$ cat config.mk
export PLATFORM = sky130hd
export DESIGN_NAME = calculadora_seq
export DESIGN_NICKNAME = d
export VERILOG_FILES = /design/src/rtl/calculadora_seq.sv
export SDC_FILE = /design/constraint.sdc
export NUM_CORES = 1
export LEC_CHECK = 0
export ABC_AREA = 1
export ABC_CLOCK_PERIOD_IN_PS = 4500
export BUFFER_PORTS_ARGS = -buffer_cell sky130_fd_sc_hd__buf_2
export CAP_MARGIN = 20
export CORE_MARGIN = 5
export CORE_UTILIZATION = 30
export CTS_CLUSTER_SIZE = 24
export DETAILED_ROUTE_END_ITERATION = 6
export PLACE_DENSITY = 0.51
export SLEW_MARGIN = 20
export SYNTH_ARGS = -nofsm -noshare
export SYNTH_HDL_FRONTEND = slang
export SYNTH_SLANG_ARGS = --single-unit
export TNS_END_PERCENT = 10
$ cat constraint.sdc
create_clock -name clk -period 4.5 [get_ports clk]
set_input_delay 0.225 -clock clk [delete_from_list [all_inputs] [get_ports clk]]
set_output_delay 0.225 -clock clk [all_outputs]
set_load 0.01 [all_outputs]
$ cat src/rtl/calculadora_seq.sv
// rtl/calculadora_seq.sv - registered calculator with accumulator; CALC_MULT_EN enables the shift-add multiplier
module calculadora_seq #(
    parameter int WIDTH = 8
) (
    input  logic             clk,
    input  logic             rst_n,
    input  logic [WIDTH-1:0] entrada_A,
    input  logic [WIDTH-1:0] entrada_B,
    input  logic [2:0]       codigo,
    input  logic             inicio,
    output logic             pronto,
    output logic [WIDTH-1:0] saida,
    output logic             valido,
    output logic             flag_carry,
    output logic             flag_ovf,
    output logic             flag_zero,
    output logic             erro
);

    logic [WIDTH-1:0] acumulador;
    logic [WIDTH:0]   sum_ab;
    logic [WIDTH:0]   dif_ab;
    logic [WIDTH:0]   sum_acc;
    logic [WIDTH-1:0] op_res;
    logic             op_carry;
    logic             op_ovf;
    logic             op_err;
    logic             accept;
    logic             single_go;

    assign accept  = inicio & pronto;
    assign sum_ab  = {1'b0, entrada_A} + {1'b0, entrada_B};
    assign dif_ab  = {1'b0, entrada_A} - {1'b0, entrada_B};
    assign sum_acc = {1'b0, acumulador} + {1'b0, entrada_A};

    always_comb begin
        op_res   = '0;
        op_carry = 1'b0;
        op_ovf   = 1'b0;
        op_err   = 1'b0;
        case (codigo)
            3'b000: op_res = '0;
            3'b001: op_res = entrada_A;
            3'b010: op_res = entrada_B;
            3'b011: begin
                op_res   = sum_ab[WIDTH-1:0];
                op_carry = sum_ab[WIDTH];
                op_ovf   = (entrada_A[WIDTH-1] == entrada_B[WIDTH-1]) &&
                           (sum_ab[WIDTH-1] != entrada_A[WIDTH-1]);
            end
            3'b100: begin
                op_res   = dif_ab[WIDTH-1:0];
                op_carry = dif_ab[WIDTH];
                op_ovf   = (entrada_A[WIDTH-1] != entrada_B[WIDTH-1]) &&
                           (dif_ab[WIDTH-1] != entrada_A[WIDTH-1]);
            end
            3'b110: begin
                op_res   = sum_acc[WIDTH-1:0];
                op_carry = sum_acc[WIDTH];
                op_ovf   = (acumulador[WIDTH-1] == entrada_A[WIDTH-1]) &&
                           (sum_acc[WIDTH-1] != acumulador[WIDTH-1]);
            end
            default: op_err = 1'b1;
        endcase
    end

`ifdef CALC_MULT_EN
    localparam int CW = $clog2(WIDTH);

    typedef enum logic {OCIOSO, MULT} state_t;

    state_t             state;
    state_t             state_next;
    logic [2*WIDTH-1:0] mcand;
    logic [2*WIDTH-1:0] prod;
    logic [2*WIDTH-1:0] prod_next;
    logic [WIDTH-1:0]   mplier;
    logic [CW-1:0]      cnt;
    logic               mul_done;

    assign single_go = accept && (codigo != 3'b101);
    assign pronto    = (state == OCIOSO);
    assign prod_next = prod + (mplier[0] ? mcand : '0);
    assign mul_done  = (state == MULT) && (cnt == CW'(WIDTH - 1));

    always_ff @(posedge clk or negedge rst_n) begin
        if (!rst_n) state <= OCIOSO;
        else        state <= state_next;
    end

    always_comb begin
        state_next = state;
        case (state)
            OCIOSO: if (accept && codigo == 3'b101) state_next = MULT;
            MULT:   if (mul_done) state_next = OCIOSO;
            default: state_next = OCIOSO;
        endcase
    end

    // One partial product per MULT cycle from the operands latched at acceptance.
    always_ff @(posedge clk or negedge rst_n) begin
        if (!rst_n) begin
            mcand  <= '0;
            prod   <= '0;
            mplier <= '0;
            cnt    <= '0;
        end else if (accept && codigo == 3'b101) begin
            mcand  <= {{WIDTH{1'b0}}, entrada_A};
            mplier <= entrada_B;
            prod   <= '0;
            cnt    <= '0;
        end else if (state == MULT) begin
            prod   <= prod_next;
            mcand  <= mcand << 1;
            mplier <= mplier >> 1;
            cnt    <= cnt + 1'b1;
        end
    end
`else
    assign single_go = accept;
    assign pronto    = 1'b1;
`endif

    always_ff @(posedge clk or negedge rst_n) begin
        if (!rst_n) begin
            saida      <= '0;
            valido     <= 1'b0;
            flag_carry <= 1'b0;
            flag_ovf   <= 1'b0;
            flag_zero  <= 1'b0;
            erro       <= 1'b0;
            acumulador <= '0;
        end else begin
            valido <= 1'b0;
            if (single_go) begin
                saida      <= op_res;
                flag_carry <= op_carry;
                flag_ovf   <= op_ovf;
                flag_zero  <= (op_res == '0);
                erro       <= op_err;
                valido     <= 1'b1;
                if (codigo == 3'b000) acumulador <= '0;
                if (codigo == 3'b110) acumulador <= sum_acc[WIDTH-1:0];
            end
`ifdef CALC_MULT_EN
            else if (mul_done) begin
                saida      <= prod_next[WIDTH-1:0];
                flag_carry <= |prod_next[2*WIDTH-1:WIDTH];
                flag_ovf   <= 1'b0;
                flag_zero  <= (prod_next[WIDTH-1:0] == '0);
                erro       <= 1'b0;
                valido     <= 1'b1;
            end
`endif
        end
    end

endmodule
### Yosys cells after proc, flatten, opt, wreduce, memory -nomap -nowiden

Index checks and enable logic that the tools add are counted.

* register bits: 21
* bits in writable memories: 0
* word-level logic and storage cells: 36
* bits in latches: 0
* memories: 0
* input port bits: 22
* output and inout bits: 14
* bits in read-only memories: 0

* div/mod/pow operators: 0
* order comparisons: 0
* reductions and logical operators: 8
* equality and inequality tests: 11
* $add $sub $neg: 3
* bitwise logic cells: 0
* $mul: 0
* mux-type cells: 7
* shifts and indexed selects: 0

Operators by type and width (count)
* one-hot mux 8 bit (5 select lines): 1
* adder 8 x 8 -> 9 bit: 2
* 2-to-1 mux 8 bit: 2
* subtractor 8 x 8 -> 9 bit: 1
* zero test 8 bit: 1
* equality test 3 x 2 -> 1 bit, second input constant: 2
* equality test 3 bit, second input constant: 2
* one-hot mux 1 bit (3 select lines): 2
* OR reduction 6 bit: 1
* inequality test 1 bit: 4
* equality test 3 x 1 -> 1 bit, second input constant: 1
* logical AND 1 bit: 3
* zero test 3 bit: 1
* equality test 1 bit: 2
* 2-to-1 mux 1 bit: 2
* AND reduction 2 bit: 1
* nonzero test 2 bit: 1

### Depth between registers and ports, before layout

Gate-level depths: netlist of the first run.

* depth in word-level cells: 4
* mapped depth: 16

### Least setup slack after synthesis of the first run

No wires, ideal clock.

* path type: flip-flop to flip-flop
* start: reg acumulador[0]
* end: reg flag_zero
* data required time: 4.434 ns
* cell stages (with the launch flop): 14
* arrival time: 1.709 ns
* library setup time: 0.066 ns
* buffers on the path: 0
* path slack: 2.725 ns
* path through: dfrtp_1 > ha_1 > fa_1 > nand2_1 > nand3_1 > nand2_1 > nand2_1 > nand3_1 > nand2_1 > nor2_1 > nand3_1 > nor2_1 > nand2_1 > nand2_1

* cells in the longest elaborated chain, start to end: 3

Ends and longest elaborated chain
* start, declared: line 20 `logic [WIDTH-1:0] acumulador;`
* start signal, assigned: line 143 `if (codigo == 3'b110) acumulador <= sum_acc[WIDTH-1:0];`
* adder 8 x 8 -> 9 bit: line 34 `assign sum_acc = {1'b0, acumulador} + {1'b0, entrada_A};`
* one-hot mux 8 bit (5 select lines): line 41 `case (codigo)`
* zero test 8 bit: line 139 `flag_zero <= (op_res == '0);`
* end signal, assigned: line 139
* end, declared: line 16 `output logic flag_zero,`

No other way between the ends.
A chain may end at the register's enable or synchronous reset.

### Worst setup path in the final report of the first run

Ends and elaborated chain as after synthesis.

==> flow_metrics.env, run 1 <==
export IMPL_status="finished, final reports clean"
export IMPL_setup_viol=0
export IMPL_timing_rr_start="acumulador[0]$_DFFE_PN0P_"
export IMPL_clk_latency_ns=0.26
export IMPL_final_cell_mix="nand2_1 (119), inv_1 (49), nand3_1 (43), buf_2 (34)"
export IMPL_rsz0062_at_grt="false"
export IMPL_grtUsageTotal_pct=13.2
export IMPL_seqCellArea_um2=526
export IMPL_final_cells=492
export IMPL_synth_area_mm2=0.00229
export IMPL_grt_pass1_vias=2326
export IMPL_max_freq_mhz=487
export IMPL_fp_row_count=31
export IMPL_hold_class="input pin to flop"
export IMPL_drt_iter0_drc=97
export IMPL_path_clk_slew_ns=0.08
export IMPL_yosys_warnings=0
export IMPL_die_area_mm2=0.00947
export IMPL_place_congestion=0.819
export IMPL_cts_max_level=1
export IMPL_ir_worst_vdd_mv=0.120
export IMPL_wl_per_cell_um=12.3
export IMPL_final_common_cell="nand2_1"
export IMPL_criticalPathCategory="flop to flop"
export IMPL_cts_sinks=21
export IMPL_cp_arrival_ns=2.25
export IMPL_worst_setup_path_end_kind="flop"
export IMPL_via_count=2288
export IMPL_grt_pass1_wl_um=10500
export IMPL_ctsResizeCount=0
export IMPL_cts_buffers=3
export IMPL_antenna_found_initial=0
export IMPL_drive_gt1_share_pct=14.2
export IMPL_max_cap_violations=0
export IMPL_place_port_buffers=34
export IMPL_detail_route_antenna_nets=0
export IMPL_via_per_inst=4.65
export IMPL_fin_nets=444
export IMPL_path_max_fanout=3
export IMPL_dp_worst_setup_slack_ns=2.46
export IMPL_holdPathStages=1
export IMPL_grt_overflow_total=0
export IMPL_layout_setup_ws_ns=2.45
export IMPL_placed_cells=487
export IMPL_pin_count=36
export IMPL_fill_cells=809
export IMPL_diodes=0
export IMPL_synth_cell_types=31
export IMPL_power_w=0.000564
export IMPL_die_h_um=97.3
export IMPL_grt_max_degree=22
export IMPL_finalHoldViolCount=0
export IMPL_clock_path_buffers=2
export IMPL_period_needed_ns=2.05
export IMPL_syn_inst=360
export IMPL_worst_r2r_endpoint="flag_zero$_DFFE_PN0P_"
export IMPL_cts_root_buf="clkbuf_8"
export IMPL_route_detailed_drc=0
export IMPL_min_from="inicio"
export IMPL_skew_ns=0.00206
export IMPL_floorplan_initialDensity_pct=31.2
export IMPL_cp_start_kind="flop"
export IMPL_yosysSeqAreaShare_pct=23.0
export IMPL_whs_ns=0.212
export IMPL_reg2regPathDepth=13
export IMPL_drv_slew=0
export IMPL_required_ns=4.70
export IMPL_yosys_register_bits=21
export IMPL_period_share_pct=45.6
export IMPL_synthesis_nets=410
export IMPL_avgSynthCellArea_um2=6.35
export IMPL_power_density_mw_per_mm2=217
export IMPL_setup_tns_ns=0
export IMPL_syn2layout_area_growth_pct=13.8
export IMPL_hold_end="valido$_DFF_PN0_"
export IMPL_core_area_mm2=0.00733
export IMPL_dr_pass1_iters=5
export IMPL_p_leak_nw=1.47
export IMPL_reg2reg_slack_ns=2.45
export IMPL_cts_tree="done"
export IMPL_multi_input_area_mm2=0.00153
export IMPL_fp_dieW_um=97.3
export IMPL_wl_um=6050
export IMPL_place_hpwl_um=5040
## worst max path at each step
stage / startpoint / cells after the start / end
6_report: acumulador[0]$_DFFE_PN0P_ / 13 / flag_zero$_DFFE_PN0P_
5_1_grt: acumulador[0]$_DFFE_PN0P_ / 13 / flag_zero$_DFFE_PN0P_
4_1_cts: acumulador[0]$_DFFE_PN0P_ / 13 / flag_zero$_DFFE_PN0P_
3_5_place_dp: entrada_A[0] / 14 / flag_zero$_DFFE_PN0P_
3_3_place_gp: entrada_A[0] / 14 / flag_zero$_DFFE_PN0P_
2_1_floorplan: acumulador[0]$_DFFE_PN0P_ / 13 / flag_zero$_DFFE_PN0P_
## logic make-up (layout without fill, tap and decap cells)
logic type | after synthesis | after routing | share of synthesized area (%)
XOR/XNOR | 4 | 4 | 1.53
adder cells (fa/ha/maj) | 28 | 28 | 16.3
other | 1 | 1 | 0.164
AO/OA/AOI/OAI | 36 | 36 | 8.21
AND/OR/NAND/NOR | 210 | 210 | 40.5
buffers and inverters | 60 | 93 | 10.3
flip-flops | 21 | 21 | 23.0
## layout make-up
class / count / share of cell area (%)
multi-input combinational: 279 / 58.6
timing repair buffer: 35 / 6.92
inverter: 54 / 7.79
tap: 99 / 4.76
clock buffer: 4 / 1.73
sequential: 21 / 20.2
## state kept, by name (all words and copies together), names as in the netlist
name,flops
acumulador,8
erro,1
flag_zero,1
flag_carry,1
flag_ovf,1
valido,1
saida,8
## where the power goes
group / switching (W) / internal [W]
combinational: 0.000143 / 0.0000815
clock: 0.0000604 / 0.0000631
sequential: 0.00000942 / 0.000206
total: 0.000213 / 0.000351
## Yosys cell counts
library cell	instances	area [um^2]
o31ai_1	1	7.51
dfrtp_1	21	526
nand2_2	3	18.8
xnor2_1	1	8.76
o21ai_0	15	75.1
nor2_4	1	11.3
or2_1	1	6.26
a31oi_1	2	12.5
a21oi_1	12	60.1
buf_2	3	15.0
nand2_4	1	11.3
nor4_2	1	12.5
o21a_1	1	7.51
conb_1	1	3.75
nand2_1	119	447
nor2_2	4	25.0
fa_1	3	60.1
xor2_1	3	26.3
clkbuf_1	1	3.75
buf_4	2	15.0
nand3b_1	4	30.0
inv_2	5	18.8
o21ai_1	5	25.0
nor3_1	2	10.0
nor2_1	25	93.8
ha_1	25	313
nand3_2	2	20.0
nand3_1	43	215
inv_1	49	184
or2_2	2	12.5
nand4_1	2	12.5
## through the flow
stage                     utilization, %  instance area (um^2)
final                               35.5                  2600
after detailed placement            34.8                  2550
after global routing                35.5                  2600
after CTS                           35.5                  2600
after global placement              34.8                  2550
after floorplan                        -                  2290
## what timing repair did
item | in CTS | in global routing
setup buffers | 0 | 0
endpoints found under the setup margin | 0 | 0
hold buffers | 1 | 0
hold endpoints to repair | 21 | 0
## critical path: stages (launching register included)
cell     delay (ns)
dfrtp_1        0.38
ha_1           0.21
fa_1           0.39
nand2_1        0.11
nand3_1        0.13
nand2_1        0.11
nand2_1        0.05
nand3_1        0.08
nand2_1        0.06
nor2_1         0.14
nand3_1        0.11
nor2_1         0.12
nand2_1        0.06
nand2_1        0.05
## layer usage
metal	GRT usage [%]	vias up	wire length [um]
met5	0	-	0
met4	2.66	0	114
met3	3.16	10	307
met2	21.8	54	2590
met1	17.4	1018	3040
li1	-	1206	-
Note: power is estimated with default switching activity, not from simulation.
==> inputs of run 2 (changes only) <==
ABC_CLOCK_PERIOD_IN_PS = 1750   (was 4500)
PLACE_DENSITY = 0.52   (was 0.51)
clock period = 1.75 ns   (was 4.5 ns; I/O delays follow)
==> run 2 against run 1 <==
Against the previous run: the flow now finishes with violations (negative setup slack); design area rose by 10%; non-clock buffer count rose by 23; clock skew rose by 0.0051 ns; sequential power rose to 2.6 times the previous value; fmax rose by 11%; die area did not move; flip-flop and latch count did not move; critical path depth did not move; clock-buffer cell count fell by 1; highest routed layer unchanged.
==> flow_metrics.env, run 2 (synthesis gave the netlist of run 1 again) <==
export IMPL_holdPathStages=4
export IMPL_p_comb_share_pct=43.1
export IMPL_grtUsageTotal_pct=14.3
export IMPL_route_detailed_drc=0
export IMPL_clockPowerShare_pct=20.9
export IMPL_hold_class="input pin to flop"
export IMPL_place_port_buffers=34
export IMPL_syn2layout_area_growth_pct=25.6
export IMPL_core_area_mm2=0.00733
export IMPL_place_hpwl_um=5340
export IMPL_cp_num_cells=13
export IMPL_diodes=0
export IMPL_cts_buffers=3
export IMPL_status="finished with violations"
export IMPL_detail_route_antenna_nets=0
export IMPL_clock_path_buffers=2
export IMPL_fp_row_count=31
export IMPL_place_congestion=0.827
export IMPL_placed_cells=509
export IMPL_whs_ns=0.159
export IMPL_worst_r2r_endpoint="flag_zero$_DFFE_PN0P_"
export IMPL_period_share_pct=105
export IMPL_p_sw_share_pct=38.0
export IMPL_via_count=2380
export IMPL_layout_setup_ws_ns=-0.0937
export IMPL_antenna_found_initial=0
export IMPL_setup_tns_ns=-0.109
export IMPL_max_cap_violations=0
export IMPL_wl_met1_um=3270
export IMPL_min_from="codigo[0]"
export IMPL_dr_pass1_iters=4
export IMPL_required_ns=1.95
export IMPL_power_density_mw_per_mm2=540
export IMPL_grt_pass1_vias=2443
export IMPL_final_cells=515
export IMPL_setup_viol=3
export IMPL_pin_count=36
export IMPL_cts_sinks=21
export IMPL_timing_rr_start="acumulador[0]$_DFFE_PN0P_"
export IMPL_p_leak_nw=1.59
export IMPL_wl_met3_um=217
export IMPL_cp_arrival_ns=2.05
export IMPL_ir_worst_vdd_mv=0.318
export IMPL_fin_area_mm2=0.00287
export IMPL_path_max_fanout=3
export IMPL_critPathBufInv=1
export IMPL_period_needed_ns=1.84
export IMPL_violations="negative setup slack"
export IMPL_via_per_inst=4.62
export IMPL_final_cell_mix="nand2_1 (114), inv_1 (49), nand3_1 (40), buf_2 (34)"
export IMPL_skew_ns=0.00721
export IMPL_drt_iter0_drc=82
export IMPL_clk_latency_ns=0.27
export IMPL_cp_start_kind="flop"
export IMPL_reg2regPathDepth=13
export IMPL_path_cells="ha_2, fa_2, nand2_4, nand3_4, nand3b_1, nand3_1, nand3_1, nand2_1, inv_1, nand2_1, nor2_1, nand2_1, nand2_1"
export IMPL_grt_max_degree=22
export IMPL_slowest_delay_ns=0.39
export IMPL_grt_overflow_total=0
export IMPL_die_area_mm2=0.00947
export IMPL_cpMaxStageDelayCell="dfrtp_1"
export IMPL_cts_tree="done"
export IMPL_cts_max_level=1
export IMPL_final_core_util_pct=39.2
export IMPL_worst_setup_path_end_kind="flop"
export IMPL_cp_common_cell="nand2_1"
export IMPL_path_clk_slew_ns=0.08
export IMPL_hold_end="acumulador[2]$_DFFE_PN0P_"
export IMPL_drv_slew=0
export IMPL_wl_met2_um=2880
export IMPL_criticalPathCategory="flop to flop"
export IMPL_seq_power_share_pct=36.0
export IMPL_reg2reg_slack_ns=-0.09
export IMPL_maxSlewHeadroom_pct=66.4
export IMPL_rsz0062_at_grt="true"
export IMPL_p_int_w=0.000961
export IMPL_placed_cell_area_mm2=0.00272
export IMPL_floorplan_initialDensity_pct=31.2
export IMPL_reg_top3="acumulador: 8 flops, saida: 8 flops"
export IMPL_power_switching_w=0.000590
export IMPL_tightestPinTransition_ns=0.503
export IMPL_wl_per_cell_um=12.6
export IMPL_grt_pass1_wl_um=11300
export IMPL_die_h_um=97.3
export IMPL_cts_root_buf="clkbuf_8"
export IMPL_final_common_cell="nand2_1"
export IMPL_drive_gt1_share_pct=23.3
export IMPL_topRoutingLayerUsed="met4"
export IMPL_wl_um=6490
export IMPL_max_freq_mhz=542
export IMPL_fin_nets=467
export IMPL_fp_dieW_um=97.3
export IMPL_cpLargestDelayFamily="simple AND/OR/NAND/NOR gates"
export IMPL_finalHoldViolCount=0
export IMPL_fill_cells=806
[run 2: cell count changes in the layout (fill, tap and decap cells not counted), sizes merged]
cell,delta
buf,+23
clkinv,+1
clkbuf,-1
[run 2: how the worst max path moves through the flow]
stage,to,from,slack (ns)
final,flag_zero$_DFFE_PN0P_,acumulador[0]$_DFFE_PN0P_,-0.09
after global placement,flag_zero$_DFFE_PN0P_,acumulador[0]$_DFFE_PN0P_,-0.13
after CTS,flag_zero$_DFFE_PN0P_,acumulador[0]$_DFFE_PN0P_,-0.11
after detailed placement,flag_zero$_DFFE_PN0P_,acumulador[0]$_DFFE_PN0P_,-0.21
after floorplan,flag_zero$_DFFE_PN0P_,acumulador[0]$_DFFE_PN0P_,0.007
after global routing,flag_zero$_DFFE_PN0P_,acumulador[0]$_DFFE_PN0P_,-0.28
[run 2: through the flow]
step,worst slack [ns],total power [W]
after detailed placement,-0.208,0.00120
final,-0.0937,0.00155
after global placement,-0.126,0.00120
after CTS,-0.109,0.00157
after global routing,-0.280,0.00169
after floorplan,0.00734,0.000961
[run 2: final cells by class]
type	count	area (um^2)	area share [%]
Clock buffer	3	41.3	1.44
Sequential cell	21	526	18.3
Tap cell	99	124	4.31
Clock inverter	1	5.00	0.174
Timing Repair Buffer	58	353	12.3
Multi-Input combinational cell	279	1620	56.4
Inverter	54	203	7.06
[run 2: layer usage]
metal | vias up | global-route usage (%)
li1 | 1251 | -
met1 | 1067 | 19.8
met2 | 49 | 23.0
met3 | 13 | 2.51
met4 | 0 | 3.51
met5 | - | 0
[run 2: timing repair]
item,CTS,global route
gates resized for setup,14,5
hold buffers,1,0
buffers inserted,0,1
pin swaps,3,6
hold endpoints to repair,21,0
setup endpoints to repair,6,8
[run 2: worst register-to-register path, delay by kind of cell (launching register included)]
kind / cells / cell delay (ns)
AND/OR/NAND/NOR: 10 / 0.77
adder cells (fa/ha/maj): 2 / 0.56
flip-flops: 1 / 0.39
buffers and inverters: 1 / 0.06
[run 2: power by group through the flow]
| stage | clock (W) | combinational [W] | sequential (W) |
|---|---|---|---|
| global route | 0.000365 | 0.000765 | 0.000563 |
| finish | 0.000324 | 0.000669 | 0.000558 |
| detailed placement | 0 | 0.000637 | 0.000565 |
| global placement | 0 | 0.000636 | 0.000563 |
| CTS | 0.000349 | 0.000663 | 0.000558 |
| floorplan | 0 | 0.000382 | 0.000579 |
